**src/rtl/pipe_pkg.sv**
```systemverilog
// Shared types for the F/D/X/W pipeline control block: FSM and cycle-kind
// enums, forward-select codes, per-stage bookkeeping and RAW-match helpers.
package pipe_pkg;

  // A stage record can hold register indices up to this width.
  // REG_W must not exceed it.
  localparam int MAX_REG_W = 5;

  typedef enum logic [0:0] {
    ST_RUN    = 1'b0,
    ST_HALTED = 1'b1
  } state_e;

  typedef enum logic [2:0] {
    CYC_IDLE,
    CYC_FREEZE,
    CYC_FLUSH,
    CYC_STALL,
    CYC_ADVANCE
  } cycle_e;

  localparam logic [1:0] FWD_RF   = 2'b00;
  localparam logic [1:0] FWD_WB   = 2'b01;
  localparam logic [1:0] FWD_LAST = 2'b10;

  typedef struct packed {
    logic                 valid;
    logic [MAX_REG_W-1:0] dst;
    logic                 wr;
    logic                 load;
    logic                 halt;
  } stage_t;

  function automatic logic raw_hit(input logic rd, input logic [MAX_REG_W-1:0] src,
                                   input logic valid, input logic wr,
                                   input logic [MAX_REG_W-1:0] dst);
    return rd && valid && wr && (dst == src);
  endfunction

  // The X producer is younger than the W producer, so it wins the forward.
  function automatic logic [1:0] fwd_pick(input logic rd, input logic [MAX_REG_W-1:0] src,
                                          input logic x_valid, input logic x_wr,
                                          input logic [MAX_REG_W-1:0] x_dst,
                                          input logic w_valid, input logic w_wr,
                                          input logic [MAX_REG_W-1:0] w_dst);
    if (raw_hit(rd, src, x_valid, x_wr, x_dst)) return FWD_WB;
    if (raw_hit(rd, src, w_valid, w_wr, w_dst)) return FWD_LAST;
    return FWD_RF;
  endfunction

endpackage

```
**src/rtl/sat_counter.sv**
```systemverilog
// Saturating up-counter.
// Clear beats everything; freeze blocks increments.
module sat_counter #(
  parameter int CNT_W = 16
) (
  input  logic             clock,
  input  logic             reset,
  input  logic             i_inc,
  input  logic             i_clr,
  input  logic             i_freeze,
  output logic [CNT_W-1:0] o_count
);

  logic [CNT_W-1:0] r_count;

  always_ff @(posedge clock or posedge reset) begin
    if (reset) begin
      r_count <= '0;
    end else if (i_clr) begin
      r_count <= '0;
    end else if (i_inc && !i_freeze && (r_count != '1)) begin
      r_count <= r_count + CNT_W'(1);
    end
  end

  assign o_count = r_count;

endmodule

```
**src/rtl/pipe_hazard_ctrl.sv**
```systemverilog
// Central control for the 4-stage F/D/X/W pipeline.
// It generates stage enables, bubbles, flushes, forward selects, halt and performance counters.
module pipe_hazard_ctrl
  import pipe_pkg::*;
#(
  parameter int REG_W          = 2,
  parameter int CNT_W          = 16,
  parameter bit FWD_EN         = 1'b1,
  parameter bit LOAD_USE_STALL = 1'b1
) (
  input  logic             clock,
  input  logic             reset,
  input  logic [REG_W-1:0] id_src1,
  input  logic             id_src1_rd,
  input  logic [REG_W-1:0] id_src2,
  input  logic             id_src2_rd,
  input  logic [REG_W-1:0] id_dst,
  input  logic             id_wr,
  input  logic             id_load,
  input  logic             id_halt,
  input  logic             ex_branch_taken,
  input  logic             ext_stall,
  input  logic             cnt_clear,
  output logic             pc_en,
  output logic             if_id_en,
  output logic             id_ex_en,
  output logic             ex_wb_en,
  output logic             id_ex_bubble,
  output logic [1:0]       fwd1_sel,
  output logic [1:0]       fwd2_sel,
  output logic             rf_we,
  output logic             halted,
  output logic [CNT_W-1:0] cycle_cnt,
  output logic [CNT_W-1:0] retired_cnt,
  output logic [CNT_W-1:0] stall_cnt,
  output logic [CNT_W-1:0] flush_cnt
);

  state_e               r_state;
  logic                 r_v_d;
  logic                 r_halted;
  stage_t               r_x;
  stage_t               r_w;
  logic [1:0]           r_fwd1;
  logic [1:0]           r_fwd2;

  cycle_e               w_cycle;
  stage_t               w_x_next;
  logic [MAX_REG_W-1:0] w_src1;
  logic [MAX_REG_W-1:0] w_src2;
  logic                 w_run;
  logic                 w_hit_x;
  logic                 w_hit_w;
  logic                 w_hazard;
  logic                 w_flush;
  logic                 w_moving;
  logic                 w_retire;
  logic                 w_unused;

  assign w_run  = (r_state == ST_RUN);
  assign w_src1 = MAX_REG_W'(id_src1);
  assign w_src2 = MAX_REG_W'(id_src2);

  assign w_hit_x = raw_hit(id_src1_rd, w_src1, r_x.valid, r_x.wr, r_x.dst) ||
                   raw_hit(id_src2_rd, w_src2, r_x.valid, r_x.wr, r_x.dst);
  assign w_hit_w = raw_hit(id_src1_rd, w_src1, r_w.valid, r_w.wr, r_w.dst) ||
                   raw_hit(id_src2_rd, w_src2, r_w.valid, r_w.wr, r_w.dst);

  assign w_hazard = r_v_d && ((LOAD_USE_STALL && r_x.load && w_hit_x) ||
                              (!FWD_EN && (w_hit_x || w_hit_w)));
  assign w_flush  = r_x.valid && ex_branch_taken;

  // Freeze beats flush, and flush beats the stall.
  // A stall against a wrong-path instruction is therefore discarded.
  always_comb begin
    // NOTE: default first so every path assigns w_cycle and no latch is inferred.
    w_cycle = CYC_ADVANCE;
    if (!w_run)         w_cycle = CYC_IDLE;
    else if (ext_stall) w_cycle = CYC_FREEZE;
    else if (w_flush)   w_cycle = CYC_FLUSH;
    else if (w_hazard)  w_cycle = CYC_STALL;
  end

  assign w_moving = (w_cycle == CYC_ADVANCE) || (w_cycle == CYC_FLUSH) ||
                    (w_cycle == CYC_STALL);

  assign w_x_next = '{valid: r_v_d && (w_cycle == CYC_ADVANCE),
                      dst:   MAX_REG_W'(id_dst),
                      wr:    id_wr,
                      load:  id_load,
                      halt:  id_halt};

  assign pc_en        = (w_cycle == CYC_ADVANCE) || (w_cycle == CYC_FLUSH);
  assign if_id_en     = pc_en;
  assign id_ex_en     = w_moving;
  assign ex_wb_en     = w_moving;
  assign id_ex_bubble = (w_cycle == CYC_STALL);
  assign w_retire     = w_run && r_w.valid && !ext_stall;
  assign rf_we        = w_retire && r_w.wr;
  assign fwd1_sel     = r_fwd1;
  assign fwd2_sel     = r_fwd2;
  assign halted       = r_halted;
  assign w_unused     = r_w.load;

  always_ff @(posedge clock or posedge reset) begin
    if (reset) begin
      r_state  <= ST_RUN;
      r_v_d    <= 1'b0;
      r_halted <= 1'b0;
      r_x      <= '0;
      r_w      <= '0;
      r_fwd1   <= FWD_RF;
      r_fwd2   <= FWD_RF;
    end else begin
      // NOTE: non-blocking so r_w takes the pre-edge r_x, not the value just loaded.
      if (w_moving) begin
        r_v_d  <= (w_cycle != CYC_FLUSH);
        r_x    <= w_x_next;
        r_w    <= r_x;
        r_fwd1 <= (FWD_EN && w_x_next.valid)
                  ? fwd_pick(id_src1_rd, w_src1, r_x.valid, r_x.wr, r_x.dst,
                             r_w.valid, r_w.wr, r_w.dst)
                  : FWD_RF;
        r_fwd2 <= (FWD_EN && w_x_next.valid)
                  ? fwd_pick(id_src2_rd, w_src2, r_x.valid, r_x.wr, r_x.dst,
                             r_w.valid, r_w.wr, r_w.dst)
                  : FWD_RF;
      end
      if (w_retire && r_w.halt) begin
        r_state  <= ST_HALTED;
        r_halted <= 1'b1;
      end
    end
  end

  sat_counter #(.CNT_W(CNT_W)) u_cycle_cnt (
    .clock(clock), .reset(reset), .i_inc(w_run), .i_clr(cnt_clear),
    .i_freeze(!w_run), .o_count(cycle_cnt));

  sat_counter #(.CNT_W(CNT_W)) u_retired_cnt (
    .clock(clock), .reset(reset), .i_inc(w_retire), .i_clr(cnt_clear),
    .i_freeze(!w_run), .o_count(retired_cnt));

  sat_counter #(.CNT_W(CNT_W)) u_stall_cnt (
    .clock(clock), .reset(reset),
    .i_inc((w_cycle == CYC_FREEZE) || (w_cycle == CYC_STALL)), .i_clr(cnt_clear),
    .i_freeze(!w_run), .o_count(stall_cnt));

  sat_counter #(.CNT_W(CNT_W)) u_flush_cnt (
    .clock(clock), .reset(reset), .i_inc(w_cycle == CYC_FLUSH), .i_clr(cnt_clear),
    .i_freeze(!w_run), .o_count(flush_cnt));

endmodule

```
**config.mk**
```make
export PLATFORM = sky130hd
export DESIGN_NAME = pipe_hazard_ctrl
export DESIGN_NICKNAME = d
export VERILOG_FILES = /design/src/rtl/pipe_pkg.sv /design/src/rtl/sat_counter.sv /design/src/rtl/pipe_hazard_ctrl.sv
export SDC_FILE = /design/constraint.sdc
export NUM_CORES = 1
export LEC_CHECK = 0
export ABC_CLOCK_PERIOD_IN_PS = 7800
export BUFFER_PORTS_ARGS = -buffer_cell sky130_fd_sc_hd__buf_2
export CAP_MARGIN = 20
export CORE_ASPECT_RATIO = 2
export CORE_MARGIN = 4
export CORE_UTILIZATION = 25
export DETAILED_ROUTE_END_ITERATION = 8
export MAX_ROUTING_LAYER = met4
export PLACE_DENSITY = 0.52
export SETUP_SLACK_MARGIN = 0.4
export SYNTH_ARGS = -nofsm -noshare
export SYNTH_HDL_FRONTEND = slang
export SYNTH_SLANG_ARGS = --single-unit
```
**constraint.sdc**
```tcl
create_clock -name clock -period 7.8 [get_ports clock]
set_input_delay 1.56 -clock clock [delete_from_list [all_inputs] [get_ports clock]]
set_output_delay 1.56 -clock clock [all_outputs]
set_load 0.03 [all_outputs]
```
==> flow_summary.json, run 1 <==
{
  "netlist_instances": 449,
  "clk_pin_slew_ns": 0.06,
  "htree_levels": 3,
  "antenna_found_initial": 0,
  "ant_nets": 0,
  "cts_buffers": 9,
  "endpoint": "id_ex_bubble",
  "synth_area_per_cell_um2": 9.260,
  "fin_crit_sh_pct": 55.94,
  "drtIter0Drc": 163,
  "fmax_mhz": 229.2,
  "stdcell_area_mm2": 0.005104,
  "startpoint": "ext_stall",
  "start_util_pct": 25.56,
  "stdcell_count": 745,
  "grt-ovfl-total": 0,
  "clock_path_buffers": 2,
  "grt_usage_pct": 12.72,
  "ys_ff_latch": 81,
  "grt_max_degree": 82,
  "setup_violations": 0,
  "maxCapViolCount": 0,
  "place_area_mm2": 0.004778,
  "cts_tree": "yes",
  "multi_input_area_mm2": 0.001977,
  "hold_viol_final": 0,
  "synth_most_common_cell": "dfrtp_1",
  "worstSetupStartpointType": "input pin",
  "cp_data_required_time_ns": 6.24,
  "io_buffers": 90,
  "synth_cell_types": 57,
  "die_y_um": 190.4,
  "rows": 66,
  "drv_slew": 0,
  "async_reset_ff_share_pct": 100.0,
  "drc": 0,
  "yosys_warnings": 0,
  "syn_nets": 469,
  "syn2layout_area_growth_pct": 22.75,
  "p_leak_nw": 2.301,
  "post_cts_buffers": 0,
  "netlist_top_cells_count": "dfrtp_1 (81), nand2_1 (63), nor2_1 (58)",
  "cts_root_buf": "clkbuf_16",
  "reg2regPathDepth": 7,
  "worst_skew_pair.late_latency_ns": 0.34,
  "power_density_mw_per_mm2": 221.5,
  "grt_pass1_wl_mm": 18.53,
  "wl_per_cell_um": 14.86,
  "antenna_cells": 0,
  "hold_buffers": 0,
  "crit_path_max_fanout": 18,
  "status": "complete, no violations",
  "fin_crit_ns": 4.363,
  "fp.dieW_um": 99.19,
  "nFillCells": 1732,
  "final_nets": 556,
  "synth-edff-count": 0,
  "synth_top_area_share_pct": 48.75,
  "holdCritPathClass": "reg -> reg",
  "syn-cell-area_mm2": 0.004158,
  "yosys.area.top_type": "dfrtp_1",
  "r2r_end": "u_retired_cnt.o_count[8]$_DFFE_PP0P_",
  "peakVddDrop_v": 0.00009850,
  "firstDrtPassIters": 4,
  "final.setup.tns_ns": 0,
  "reg2reg_slack_ns": 5.42,
  "via_per_inst": 4.808,
  "ioPinCount": 91,
  "finClkSkew_ns": 0.007349,
  "place.gp.congestion": 0.7974,
  "cts.sinks": 81,
  "seq_area_frac_synth_pct": 48.75,
  "drive_gt1_share_pct": 23.48,
  "cp.arrival_ns": 2.80,
  "critPathKind": "in -> out",
  "hpwl_mm": 8.106,
  "power_w": 0.001130,
  "core_area_mm2": 0.01627,
  "worst_pin_slew_ns": 0.8597,
  "r2r_start": "halted$_DFFE_PP0P_",
  "numPlacedInstances": 728,
  "ctsResizeCount": 0,
  "end_kind": "output port",
  "synthFlopType": "dfrtp_1",
  "slew_headroom_pct": 42.30,
  "seq_area_mm2": 0.002027,
  "vias": 3582,
  "routed_wl_mm": 11.07,
  "dieArea_mm2": 0.01888,
  "synthTopCellsByArea": "dfrtp_1 (49%), nand2_1 (5.7%), nor2_1 (5.2%)",
  "rsz0062_at_grt": "false",
  "grt_pass1_vias": 3732
}
[metrics by stage]
| stage | worst slack [ns] | hold slack, ns | util (%) |
|---|---|---|---|
| final | 3.437 | 0.4759 | 31.37 |
| after global routing | 3.353 | 0.5072 | 31.37 |
| after CTS | 3.404 | 0.4821 | 31.20 |
| after detailed placement | 3.410 | 0.4660 | 29.37 |
| after global placement | 3.422 | 0.4590 | 29.37 |
| after floorplan | 3.297 | 0.4386 | - |
[cells by family after synthesis]
group | after synthesis | synth area share (%)
AOI/OAI and AO/OA | 67 | 10.23
xor gates and xnor gates | 42 | 9.028
adders and majority gates | 4 | 1.204
buffers and inverters | 31 | 3.701
DFF | 81 | 48.75
muxes | 3 | 0.7223
and+or+nand+nor | 221 | 26.36
[layout by cell type (no fill, tap or decap), types with 3 or more instances in the layout]
master and instances:
inv_1 12, dfrtp_1 81, o21ai_0 19, xnor2_1 22
ha_1 4, o31ai_1 8, a21oi_1 20, mux2i_1 3
clkbuf_16 9, nand3_1 27, or3_1 9, or4_1 9
nor4_1 3, xor2_1 19, nand2_1 63, nand4_1 12
clkinv_2 3, nor2_1 58, buf_2 90, or2_2 5
and3_1 7, nor3_1 11
[power breakdown]
group          internal (W)  total, W  leakage [nW]  switching, W
logic             0.0000676  0.000193          1.05      0.000125
clock network      0.000256  0.000426         0.142      0.000170
registers          0.000459  0.000511          1.11     0.0000522
total              0.000782   0.00113          2.30      0.000348
[layer usage]
metal,share of wire (%),track usage (%)
met5,0,-
met4,2.8,6.575
met3,2.7,1.721
met2,56,23.21
met1,39,12.99
[area by class of cell]
class,instances,area share [%]
clock buffer,11,4.756
sequential,81,39.72
inverter,14,1.054
clock inverter,5,1.079
timing repair buffer,93,9.659
tap,204,5.001
multi-input combinational,337,38.74
[sequential cells by signal (all words and copies together), names as in the netlist]
register,flops
u_cycle_cnt.o_count,16
u_flush_cnt.o_count,16
u_retired_cnt.o_count,16
u_stall_cnt.o_count,16
r_x,6
r_w,5
fwd1_sel,2
fwd2_sel,2
halted,1
r_v_d,1
[worst min-delay path by stage]
stage	start	end	slack (ns)	cells after the start
after floorplan	r_x[0]$_DFFE_PP0P_	r_w[0]$_DFFE_PP0P_	0.44	2
after global placement	r_x[0]$_DFFE_PP0P_	r_w[0]$_DFFE_PP0P_	0.46	2
after detailed placement	r_x[0]$_DFFE_PP0P_	r_w[0]$_DFFE_PP0P_	0.47	2
after CTS	r_x[0]$_DFFE_PP0P_	r_w[0]$_DFFE_PP0P_	0.48	2
after global routing	r_x[0]$_DFFE_PP0P_	r_w[0]$_DFFE_PP0P_	0.51	2
final	r_x[0]$_DFFE_PP0P_	r_w[0]$_DFFE_PP0P_	0.48	2
[critical path, stage by stage]
cell and delay [ns]:
buf_2 0.14, or2_2 0.43, inv_2 0.29, and2_1 0.18
buf_2 0.19
(Power assumes the default switching activity.)
==> inputs of run 2 (changes only) <==
- ABC_CLOCK_PERIOD_IN_PS: 7800 -> 4100
- clock period: 7.8 -> 4.1 ns (I/O delays scaled with it)
==> flow_summary.json, run 2 (synthesized netlist as in run 1, its figures left out) <==
{
  "status": "complete, no violations",
  "fin_crit_sh_pct": 70.46,
  "peakVddDrop_v": 0.0001718,
  "end_kind": "output port",
  "maxCapViolCount": 0,
  "dieArea_mm2": 0.01888,
  "r2r_start": "halted$_DFFE_PP0P_",
  "clk_pin_slew_ns": 0.06,
  "final.setup.tns_ns": 0,
  "rows": 66,
  "vias": 3591,
  "nFillCells": 1706,
  "final_common_cell": "buf_2",
  "final_nets": 555,
  "multi_input_area_mm2": 0.001977,
  "setup_violations": 0,
  "drive_gt1_share_pct": 23.01,
  "worst_pin_slew_ns": 0.9400,
  "grt_pass1_wl_mm": 18.24,
  "grt_max_degree": 52,
  "hold_viol_final": 0,
  "stdcell_area_mm2": 0.005056,
  "cts_root_buf": "clkbuf_16",
  "hold_path_depth": 2,
  "wl_per_cell_um": 14.84,
  "hold_buffers": 0,
  "p_leak_nw": 2.286,
  "fin_util_pct": 31.08,
  "fmax_mhz": 346.1,
  "grt_usage_pct": 12.47,
  "place_area_mm2": 0.004778,
  "post_cts_buffers": 0,
  "cp_data_required_time_ns": 3.28,
  "finClkSkew_ns": 0.006058,
  "grt_pass1_vias": 3658,
  "slew_headroom_pct": 37.34,
  "drv_slew": 0,
  "place.gp.congestion": 0.7887,
  "cts.sinks": 81,
  "routed_wl_mm": 11.02,
  "reg2reg_slack_ns": 1.75,
  "ioPinCount": 91,
  "start_util_pct": 25.56,
  "io_buffers": 90,
  "ctsResizeCount": 0,
  "core_area_mm2": 0.01627,
  "cts_tree": "yes",
  "r2r_end": "u_retired_cnt.o_count[10]$_DFFE_PP0P_",
  "antenna_found_initial": 0,
  "clock_path_buffers": 2,
  "ant_nets": 0,
  "startpoint": "ext_stall",
  "crit_path_max_fanout": 18,
  "seq_area_mm2": 0.002027,
  "critPathKind": "in -> out",
  "via_per_inst": 4.833,
  "cts_buffers": 9,
  "reg2regPathDepth": 7,
  "antenna_cells": 0,
  "mostFrequentLayoutCells": "buf_2 (90), dfrtp_1 (81), nand2_1 (63)",
  "htree_levels": 3,
  "worst_skew_pair.late_latency_ns": 0.34,
  "fp.dieW_um": 99.19,
  "drtIter0Drc": 177,
  "fin_crit_ns": 2.889,
  "rsz0062_at_grt": "false",
  "worstSetupStartpointType": "input pin",
  "endpoint": "id_ex_bubble",
  "cp.arrival_ns": 2.07,
  "hpwl_mm": 8.281,
  "drc": 0,
  "die_y_um": 190.4,
  "holdCritPathClass": "reg -> reg",
  "power_density_mw_per_mm2": 419.5,
  "syn2layout_area_growth_pct": 21.61,
  "grt-ovfl-total": 0,
  "firstDrtPassIters": 4
}
==> run 2: where the power goes <==
group          switching [W]  leakage (nW)  internal [W]
clock network       0.000315         0.139      0.000466
logic               0.000241          1.04      0.000126
registers           0.000100          1.11      0.000874
==> run 2: how the worst min path moves through the flow <==
stage | end | startpoint | slack [ns]
2_1_floorplan | r_w[0]$_DFFE_PP0P_ | r_x[0]$_DFFE_PP0P_ | 0.44
3_3_place_gp | r_w[0]$_DFFE_PP0P_ | r_x[0]$_DFFE_PP0P_ | 0.46
3_5_place_dp | r_w[0]$_DFFE_PP0P_ | r_x[0]$_DFFE_PP0P_ | 0.48
4_1_cts | r_w[0]$_DFFE_PP0P_ | r_x[0]$_DFFE_PP0P_ | 0.49
5_1_grt | r_w[0]$_DFFE_PP0P_ | r_x[0]$_DFFE_PP0P_ | 0.50
6_report | r_x[0]$_DFFE_PP0P_ | r_x[0]$_DFFE_PP0P_ | 0.49
==> run 2: metal layers <==
layer  part of all wire [%]  wire [um]  global-route usage (%)  vias up
li1                       -          -                       -     1725
met2                     55       6093                   22.41      100
met5                      0          0                       -        -
met3                    3.5        381                   1.867       24
met1                     38       4213                   12.83     1742
met4                    3.0        336                   6.681        0
==> run 2: final cells by class <==
class,count,area share [%]
Clock buffer,11,4.603
Clock inverter,4,0.8909
Inverter,14,1.064
Multi-Input combinational cell,337,39.10
Sequential cell,81,40.09
Tap cell,204,5.048
Timing Repair Buffer,92,9.206
==> run 2: worst max-delay path: stages <==
cell    delay (ns)
buf_2         0.15
or2_2         0.43
inv_2         0.30
and2_1        0.18
buf_2         0.19
==> run 2: through the flow <==
step                hold slack, ns  instances  setup WS, ns  total power, W
finish                      0.4898        743         1.211        0.002121
global route                0.5022        743         1.100        0.002246
CTS                         0.4918        743         1.165        0.002159
detailed placement          0.4770        728         1.193        0.001365
global placement            0.4560        728         1.184        0.001352
floorplan                   0.4386        449         1.077        0.001254
